===== config.mk =====
export PLATFORM = sky130hd
export DESIGN_NAME = sva_stim_gen_flat
export DESIGN_NICKNAME = d
export VERILOG_FILES = /design/src/rtl/sva_stim_gen_if.sv /design/src/rtl/sva_stim_gen.sv /design/src/flat_wrapper.sv
export SDC_FILE = /design/constraint.sdc
export NUM_CORES = 1
export LEC_CHECK = 0
export ABC_AREA = 1
export CORE_MARGIN = 1.5
export CORE_UTILIZATION = 35
export CTS_CLUSTER_DIAMETER = 80
export DETAILED_ROUTE_END_ITERATION = 16
export PLACE_DENSITY = 0.52
export SLEW_MARGIN = 20
export SYNTH_ARGS = -nofsm -noshare
export SYNTH_HDL_FRONTEND = slang
export SYNTH_SLANG_ARGS = --single-unit

===== constraint.sdc =====
create_clock -name sys_clk -period 2.45 [get_ports sys_clk]
set_input_delay 0.245 -clock sys_clk [delete_from_list [all_inputs] [get_ports sys_clk]]
set_output_delay 0.245 -clock sys_clk [all_outputs]
set_load 0.03 [all_outputs]

===== src/rtl/sva_stim_gen_if.sv =====
// Command/response bus of the sequence-checker stimulus generator.
// The master issues one directed attempt per command; the slave reports the expected verdict.
interface sva_stim_gen_if;
  logic       cmd_valid;
  logic       cmd_ready;
  logic [1:0] cmd_b_dly;
  logic [3:0] cmd_tail;
  logic       busy;
  logic       rsp_valid;
  logic       rsp_exp_pass;

  modport master (
    output cmd_valid, cmd_b_dly, cmd_tail,
    input  cmd_ready, busy, rsp_valid, rsp_exp_pass
  );

  modport slave (
    input  cmd_valid, cmd_b_dly, cmd_tail,
    output cmd_ready, busy, rsp_valid, rsp_exp_pass
  );
endinterface


===== src/rtl/sva_stim_gen.sv =====
// Generates gclk/grst from sys_clk and drives one `a ##[2:4] b` attempt per command,
// with a and b launched on gclk falling edges so they are settled at every gclk rise.
module sva_stim_gen #(
  parameter int GCLK_HALF   = 4,
  parameter int GRST_CYCLES = 3,
  parameter int CNT_W       = 16
) (
  input  logic             sys_clk,
  input  logic             sys_rst,
  sva_stim_gen_if.slave    bus,
  output logic             gclk,
  output logic             grst,
  output logic             a,
  output logic             b,
  output logic [CNT_W-1:0] gclk_cnt
);

  localparam int HW = (GCLK_HALF > 1) ? $clog2(GCLK_HALF) : 1;
  localparam int GW = $clog2(GRST_CYCLES + 1);

  typedef enum logic [2:0] {
    GRST, IDLE, LEAD, GAP, WAITB, BPULSE, TAIL, RESP
  } state_t;

  logic [HW-1:0]    r_hcnt;
  logic             r_gclk;
  logic [CNT_W-1:0] r_gcnt;
  logic             w_tog, w_rise, w_fall;

  state_t           r_state, w_state_nxt;
  logic             r_grst, w_grst_nxt;
  logic             r_a, w_a_nxt;
  logic             r_b, w_b_nxt;
  logic [1:0]       r_d, w_d_nxt;
  logic [3:0]       r_t, w_t_nxt;
  logic [3:0]       r_cyc, w_cyc_nxt;
  logic [GW-1:0]    r_gcount, w_gcount_nxt;

  // rise/fall events are the cycles whose clock edge registers the gclk toggle
  assign w_tog  = (r_hcnt == HW'(GCLK_HALF - 1));
  assign w_rise = w_tog & ~r_gclk;
  assign w_fall = w_tog &  r_gclk;

  always_ff @(posedge sys_clk) begin
    // NOTE: synchronous reset -- sys_rst is only looked at on the clock edge, so it
    // lives inside the clocked branch and never appears in the sensitivity list.
    if (sys_rst) begin
      r_hcnt <= '0;
      r_gclk <= 1'b0;
    end else if (w_tog) begin
      r_hcnt <= '0;
      r_gclk <= ~r_gclk;
    end else begin
      r_hcnt <= r_hcnt + 1'b1;
    end
  end

  always_ff @(posedge sys_clk) begin
    if (sys_rst || r_grst) begin
      r_gcnt <= '0;
    end else if (w_rise) begin
      r_gcnt <= r_gcnt + 1'b1;
    end
  end

  always_ff @(posedge sys_clk) begin
    if (sys_rst) begin
      r_state  <= GRST;
      r_grst   <= 1'b1;
      r_a      <= 1'b0;
      r_b      <= 1'b0;
      r_d      <= '0;
      r_t      <= '0;
      r_cyc    <= '0;
      r_gcount <= '0;
    end else begin
      r_state  <= w_state_nxt;
      r_grst   <= w_grst_nxt;
      r_a      <= w_a_nxt;
      r_b      <= w_b_nxt;
      r_d      <= w_d_nxt;
      r_t      <= w_t_nxt;
      r_cyc    <= w_cyc_nxt;
      r_gcount <= w_gcount_nxt;
    end
  end

  always_comb begin
    // NOTE: every next-value defaults to its current value first, so branches that
    // do not touch a signal cannot infer a latch.
    w_state_nxt  = r_state;
    w_grst_nxt   = r_grst;
    w_a_nxt      = r_a;
    w_b_nxt      = r_b;
    w_d_nxt      = r_d;
    w_t_nxt      = r_t;
    w_cyc_nxt    = r_cyc;
    w_gcount_nxt = r_gcount;

    unique case (r_state)
      GRST: begin
        if (w_rise && (r_gcount != GW'(GRST_CYCLES))) w_gcount_nxt = r_gcount + 1'b1;
        if (w_fall && (r_gcount == GW'(GRST_CYCLES))) begin
          w_grst_nxt  = 1'b0;
          w_state_nxt = IDLE;
        end
      end
      IDLE: begin
        if (bus.cmd_valid) begin
          w_d_nxt     = bus.cmd_b_dly;
          w_t_nxt     = bus.cmd_tail;
          w_state_nxt = LEAD;
        end
      end
      LEAD: begin
        // first fall raises a, the following fall ends its single gclk cycle
        if (w_fall) begin
          if (!r_a) begin
            w_a_nxt = 1'b1;
          end else begin
            w_a_nxt     = 1'b0;
            w_state_nxt = GAP;
          end
        end
      end
      GAP: begin
        if (w_fall) begin
          if (r_d == 2'd0) begin
            w_b_nxt     = 1'b1;
            w_state_nxt = BPULSE;
          end else begin
            w_cyc_nxt   = {2'b00, r_d};
            w_state_nxt = WAITB;
          end
        end
      end
      WAITB: begin
        if (w_fall) begin
          if (r_cyc == 4'd1) begin
            w_b_nxt     = 1'b1;
            w_state_nxt = BPULSE;
          end else begin
            w_cyc_nxt = r_cyc - 1'b1;
          end
        end
      end
      BPULSE: begin
        if (w_fall) begin
          w_b_nxt = 1'b0;
          if (r_t == 4'd0) begin
            w_state_nxt = RESP;
          end else begin
            w_cyc_nxt   = r_t;
            w_state_nxt = TAIL;
          end
        end
      end
      TAIL: begin
        if (w_fall) begin
          if (r_cyc == 4'd1) w_state_nxt = RESP;
          else               w_cyc_nxt   = r_cyc - 1'b1;
        end
      end
      RESP:    w_state_nxt = IDLE;
      default: w_state_nxt = GRST;
    endcase
  end

  assign bus.cmd_ready    = (r_state == IDLE);
  assign bus.busy         = (r_state != GRST) && (r_state != IDLE);
  assign bus.rsp_valid    = (r_state == RESP);
  assign bus.rsp_exp_pass = (r_state == RESP) && (r_d != 2'd3);

  assign gclk     = r_gclk;
  assign grst     = r_grst;
  assign a        = r_a;
  assign b        = r_b;
  assign gclk_cnt = r_gcnt;

endmodule


===== src/flat_wrapper.sv =====
// flat-port wrapper written by rule: the top's interface ports become plain ports
module sva_stim_gen_flat 
#(
  parameter int GCLK_HALF   = 4,
  parameter int GRST_CYCLES = 3,
  parameter int CNT_W       = 16
)
  (sys_clk, sys_rst, gclk, grst, a, b, gclk_cnt, bus_cmd_valid, bus_cmd_b_dly, bus_cmd_tail, bus_cmd_ready, bus_busy, bus_rsp_valid, bus_rsp_exp_pass);
  sva_stim_gen_if bus_i ();
  input  logic sys_clk;
  input  logic sys_rst;
  output logic gclk;
  output logic grst;
  output logic a;
  output logic b;
  output logic [CNT_W-1:0] gclk_cnt;
  input wire logic [$bits(bus_i.cmd_valid)-1:0] bus_cmd_valid;
  input wire logic [$bits(bus_i.cmd_b_dly)-1:0] bus_cmd_b_dly;
  input wire logic [$bits(bus_i.cmd_tail)-1:0] bus_cmd_tail;
  output wire logic [$bits(bus_i.cmd_ready)-1:0] bus_cmd_ready;
  output wire logic [$bits(bus_i.busy)-1:0] bus_busy;
  output wire logic [$bits(bus_i.rsp_valid)-1:0] bus_rsp_valid;
  output wire logic [$bits(bus_i.rsp_exp_pass)-1:0] bus_rsp_exp_pass;
  assign bus_i.cmd_valid = bus_cmd_valid;
  assign bus_i.cmd_b_dly = bus_cmd_b_dly;
  assign bus_i.cmd_tail = bus_cmd_tail;
  assign bus_cmd_ready = bus_i.cmd_ready;
  assign bus_busy = bus_i.busy;
  assign bus_rsp_valid = bus_i.rsp_valid;
  assign bus_rsp_exp_pass = bus_i.rsp_exp_pass;
  sva_stim_gen #(.GCLK_HALF(GCLK_HALF), .GRST_CYCLES(GRST_CYCLES), .CNT_W(CNT_W)) u_core (.sys_clk(sys_clk), .sys_rst(sys_rst), .bus(bus_i), .gclk(gclk), .grst(grst), .a(a), .b(b), .gclk_cnt(gclk_cnt));
endmodule

# Word-level counts from Yosys, hierarchy flattened
# Index checks and enable logic that the tools add are counted.
# op_classes
bitwise,3
add_sub_neg,4
eq_ne,28
reduce_logical,20
muxes,27
# op_table
cell,count
3-bit 2-to-1 mux,10
4-bit 2-to-1 mux,6
3-bit case mux with 8 select lines,1
2-bit by 1-bit != test with 1-bit output (second input constant),11
16-bit by 1-bit adder with 16-bit output (second input constant),1
3-bit == test (second input constant),4
2-bit != test (second input constant),6
4-bit case mux with 3 select lines,1
10-bit AND reduction,1
3-bit nonzero test,3
1-bit 2-to-1 mux,8
2-bit AND reduction,4
7-bit AND reduction,1
3-bit by 2-bit == test with 1-bit output (second input constant),2
6-bit AND reduction,1
2-bit by 1-bit adder with 2-bit output (second input constant),2
2-bit == test (second input constant),2
4-bit by 1-bit == test with 1-bit output (second input constant),1
1-bit logical AND,4
4-bit logical NOT,1
2-bit OR reduction,2
4-bit by 1-bit subtractor with 4-bit output (second input constant),1
3-bit by 1-bit == test with 1-bit output (second input constant),1
3-bit logical NOT,1
other kinds (6),7
# word_totals
elab_cells,93
register_bits,37

# Logic depth before layout (Yosys ltp)
# depth
depth_word,5
depth_mapped,11
depth_no_buf,10

# Least setup slack after synthesis
# Ideal clock, no wire load.
# synth_path
path_type,reg-to-output
startpoint,register u_core.r_state[2]
endpoint,output port bus_rsp_exp_pass
path_stages_with_launch,5
arrival_time_ns,1.368
required_time_ns,2.205
path_slack_ns,0.837
path_cell_list,dfxtp_1 buf_4 nand2_2 nor2_1 o21a_1
# synth_between
elab_chain_len,2
# synth_lines
item,line_no,text
from (decl),sva_stim_gen.sv:30,"state_t r_state, w_state_nxt;"
from (signal assigned),sva_stim_gen.sv:77,r_state <= w_state_nxt;
3-bit == test,-,
via bus_rsp_valid,flat_wrapper.sv:22,output wire logic [$bits(bus_i.rsp_valid)-1:0] bus_rsp_valid;
1-bit logical AND,sva_stim_gen.sv:172,assign bus.rsp_exp_pass = (r_state == RESP) && (r_d != 2'd3);
to (decl),flat_wrapper.sv:23,output wire logic [$bits(bus_i.rsp_exp_pass)-1:0] bus_rsp_exp_pass;
# The timed path passes the listed nets, and every way through them passes these cells.

# Worst setup path in the final report
# layout_path
startpoint,register u_core.r_state[2]
endpoint,output port bus_rsp_exp_pass
# layout_between
elab_chain_len,2
# layout_lines
item,line_no
3-bit == test,sva_stim_gen.sv:172
1-bit logical AND,sva_stim_gen.sv:172
# No other way between the ends.

==> flow_metrics.tcl <==
set metrics [dict create \
    ys.flop_type "dfxtp_1" \
    ys_async_sr_fraction 0 \
    finalMaxSlewViolations 0 \
    final_nets 353 \
    fin_crit_sh 0.922 \
    cp_slowest_cell "clkdlybuf4s50_1" \
    synth_cells 307 \
    critPathMaxStageDelay_ns 0.66 \
    rrSetupSlack_ns 0.83 \
    synth-seq-cells 37 \
    status "finished clean" \
    synth_area_um2 2120 \
    antenna_found_initial 0 \
    hold_viol 0 \
    grt_usage 0.150 \
    die_x_um 80.9 \
    drive_gt1_frac 0.109 \
    vias 1953 \
    clk_latency_ns 0.28 \
    worstRegToRegCells 10 \
    worstPathArrival_ns 2.01 \
    startpoint_type "flip-flop" \
    start_util 0.361 \
    finalClockSkew_ns 0.00596 \
    firstDrtPassIters 4 \
    avgSynthCellArea_um2 6.92 \
    post_cts_buffers 0 \
    fmax_ghz 0.443 \
    power_per_cell_area_nw_per_um2 480 \
    min_period_ns 2.26 \
    grt_pass1_vias 1789 \
    synth_nets 321 \
    cts_sinks 37 \
    setup_viol 0 \
    grt_pass1_wl_um 7840 \
    die_area_um2 6550 \
    power_w 0.00123 \
    grt_overflow 0 \
    hold_depth 1 \
    slew_headroom 0.667 \
    rsz0062_at_grt "false" \
    clk_pin_slew_ns 0.07 \
    final_antenna_net_count 0 \
    cts.path.max_buffers 2 \
    core_um2 5890 \
    cts-root-buf "clkbuf_8" \
    cp_max_fo 9 \
    drtIter0Drc 54 \
    ios 33 \
    yosysWarnings 0 \
    worstPathCellList "nand2_2 > nor2_1 > o21a_1 > clkdlybuf4s50_1" \
    tns_ns 0 \
    synth_edf_count 0 \
    antenna_cells 0 \
    yosysSeqAreaShare 0.349 \
    drc 0 \
    multi_input_area_um2 1130 \
    path_buf_inv 1 \
    cp.depth 4 \
    hpwl_um 3320 \
    drt_wl_total_um 4440 \
    area_delta_synth_final_pct 20.6 \
    cts_buffers 5 \
    end_kind "primary output" \
    seqCellArea_um2 741 \
    drt-vias-per-instance 4.73 \
    worst-setup-path-type "flip-flop to primary output" \
    grt_max_degree 15 \
    worstMarginPinSlew_ns 0.498 \
    placementRows 28 \
    fillers 630 \
    worstPathRequired_ns 2.20 \
    cts_resized 0 \
    vdd.ir_drop.worst_v 0.000239 \
    wl_per_cell_um 10.7 \
    cts_tree "done" \
    cap_violations 0 \
    ys_types 34 \
    cpLargestDelayFamily "buffers and inverters" \
    cts_hold_buf 0 \
    p_leak_nw 1.05 \
    die_height_um 80.9 \
    place.gp.congestion 0.898 \
    ctsHtreeMaxLevel 2 \
    portBuffers 32 \
    hp-class "flip-flop to flip-flop" \
]
==> routing by layer <==
metal  vias to the layer above  share of wire  GRT usage
met5                         -              0          0
met4                         0          0.014     0.0414
met2                        42           0.46      0.253
met1                       870           0.48      0.192
li1                       1036              -          -
met3                         5          0.048     0.0337
==> final timing paths <==
| kind | start | end |
|---|---|---|
| worst max-delay path | u_core.r_state[2] | bus_rsp_exp_pass |
| worst min-delay path | u_core.r_hcnt[0] | u_core.r_hcnt[0] |
| worst max register to register | u_core.r_hcnt[0] | u_core.r_state[1] |
| worst min register to register | u_core.r_hcnt[0] | u_core.r_hcnt[0] |
==> report_power, final <==
part           total (W)  internal [W]  switching [W]  leakage, nW
combinational   0.000186     0.0000717       0.000115        0.710
clock           0.000391      0.000187       0.000204       0.0399
sequential      0.000651      0.000625      0.0000260        0.299
==> kinds of logic after synthesis <==
group | synth area share
compound gates | 0.129
xor+xnor | 0.00412
fa+ha+maj | 0.0294
buf+inv | 0.121
flops | 0.349
simple gates | 0.367
==> cell usage after synthesis, drive strengths merged, types with 2 or more instances <==
| cell | n | area (um^2) |
|---|---|---|
| a21oi | 26 | 141 |
| dfxtp | 37 | 741 |
| nor2 | 44 | 230 |
| o21ai | 20 | 104 |
| nand3 | 24 | 130 |
| nor3b | 2 | 15.0 |
| nor3 | 6 | 30.0 |
| buf | 8 | 57.6 |
| o211ai | 2 | 15.0 |
| nand4 | 5 | 37.5 |
| ha | 5 | 62.6 |
| inv | 49 | 191 |
| nand2 | 72 | 305 |
==> cell usage in the layout, fill, tap and decap left out, types with 4 or more instances in the layout <==
cell type	n
nor3_1	6
nand4_1	4
nand3_1	22
o21ai_0	16
nor2_2	4
nor2_1	35
inv_1	43
nand2_1	64
a21oi_1	25
nand2_2	5
dfxtp_1	37
clkdlybuf4s50_1	32
clkbuf_8	5
ha_1	5
==> cell type report <==
cell class / count / area share
Multi-Input combinational cell: 212 / 0.439
Sequential cell: 37 / 0.289
Timing Repair Buffer: 33 / 0.128
Inverter: 50 / 0.0781
Tap cell: 75 / 0.0366
Clock buffer: 5 / 0.0269
Clock inverter: 1 / 0.00195
==> sequential cells by signal, summed over array words and instances, names as in the netlist, 2 cells and up <==
register and cells:
u_core.gclk_cnt 16, u_core.r_cyc 4, u_core.r_t 4, u_core.r_state 3, u_core.r_d 2, u_core.r_gcount 2, u_core.r_hcnt 2
==> through the flow <==
stage	setup WS, ns	hold slack, ns	instances	instance area [um^2]	util
after global placement	0.530	0.417	407	2490	0.423
after global routing	0.0668	0.467	413	2560	0.435
after CTS	0.179	0.439	413	2560	0.435
after detailed placement	0.505	0.422	407	2490	0.423
final	0.191	0.440	413	2560	0.435
after floorplan	0.837	0.404	307	2120	-
(Power assumes the default switching activity.)
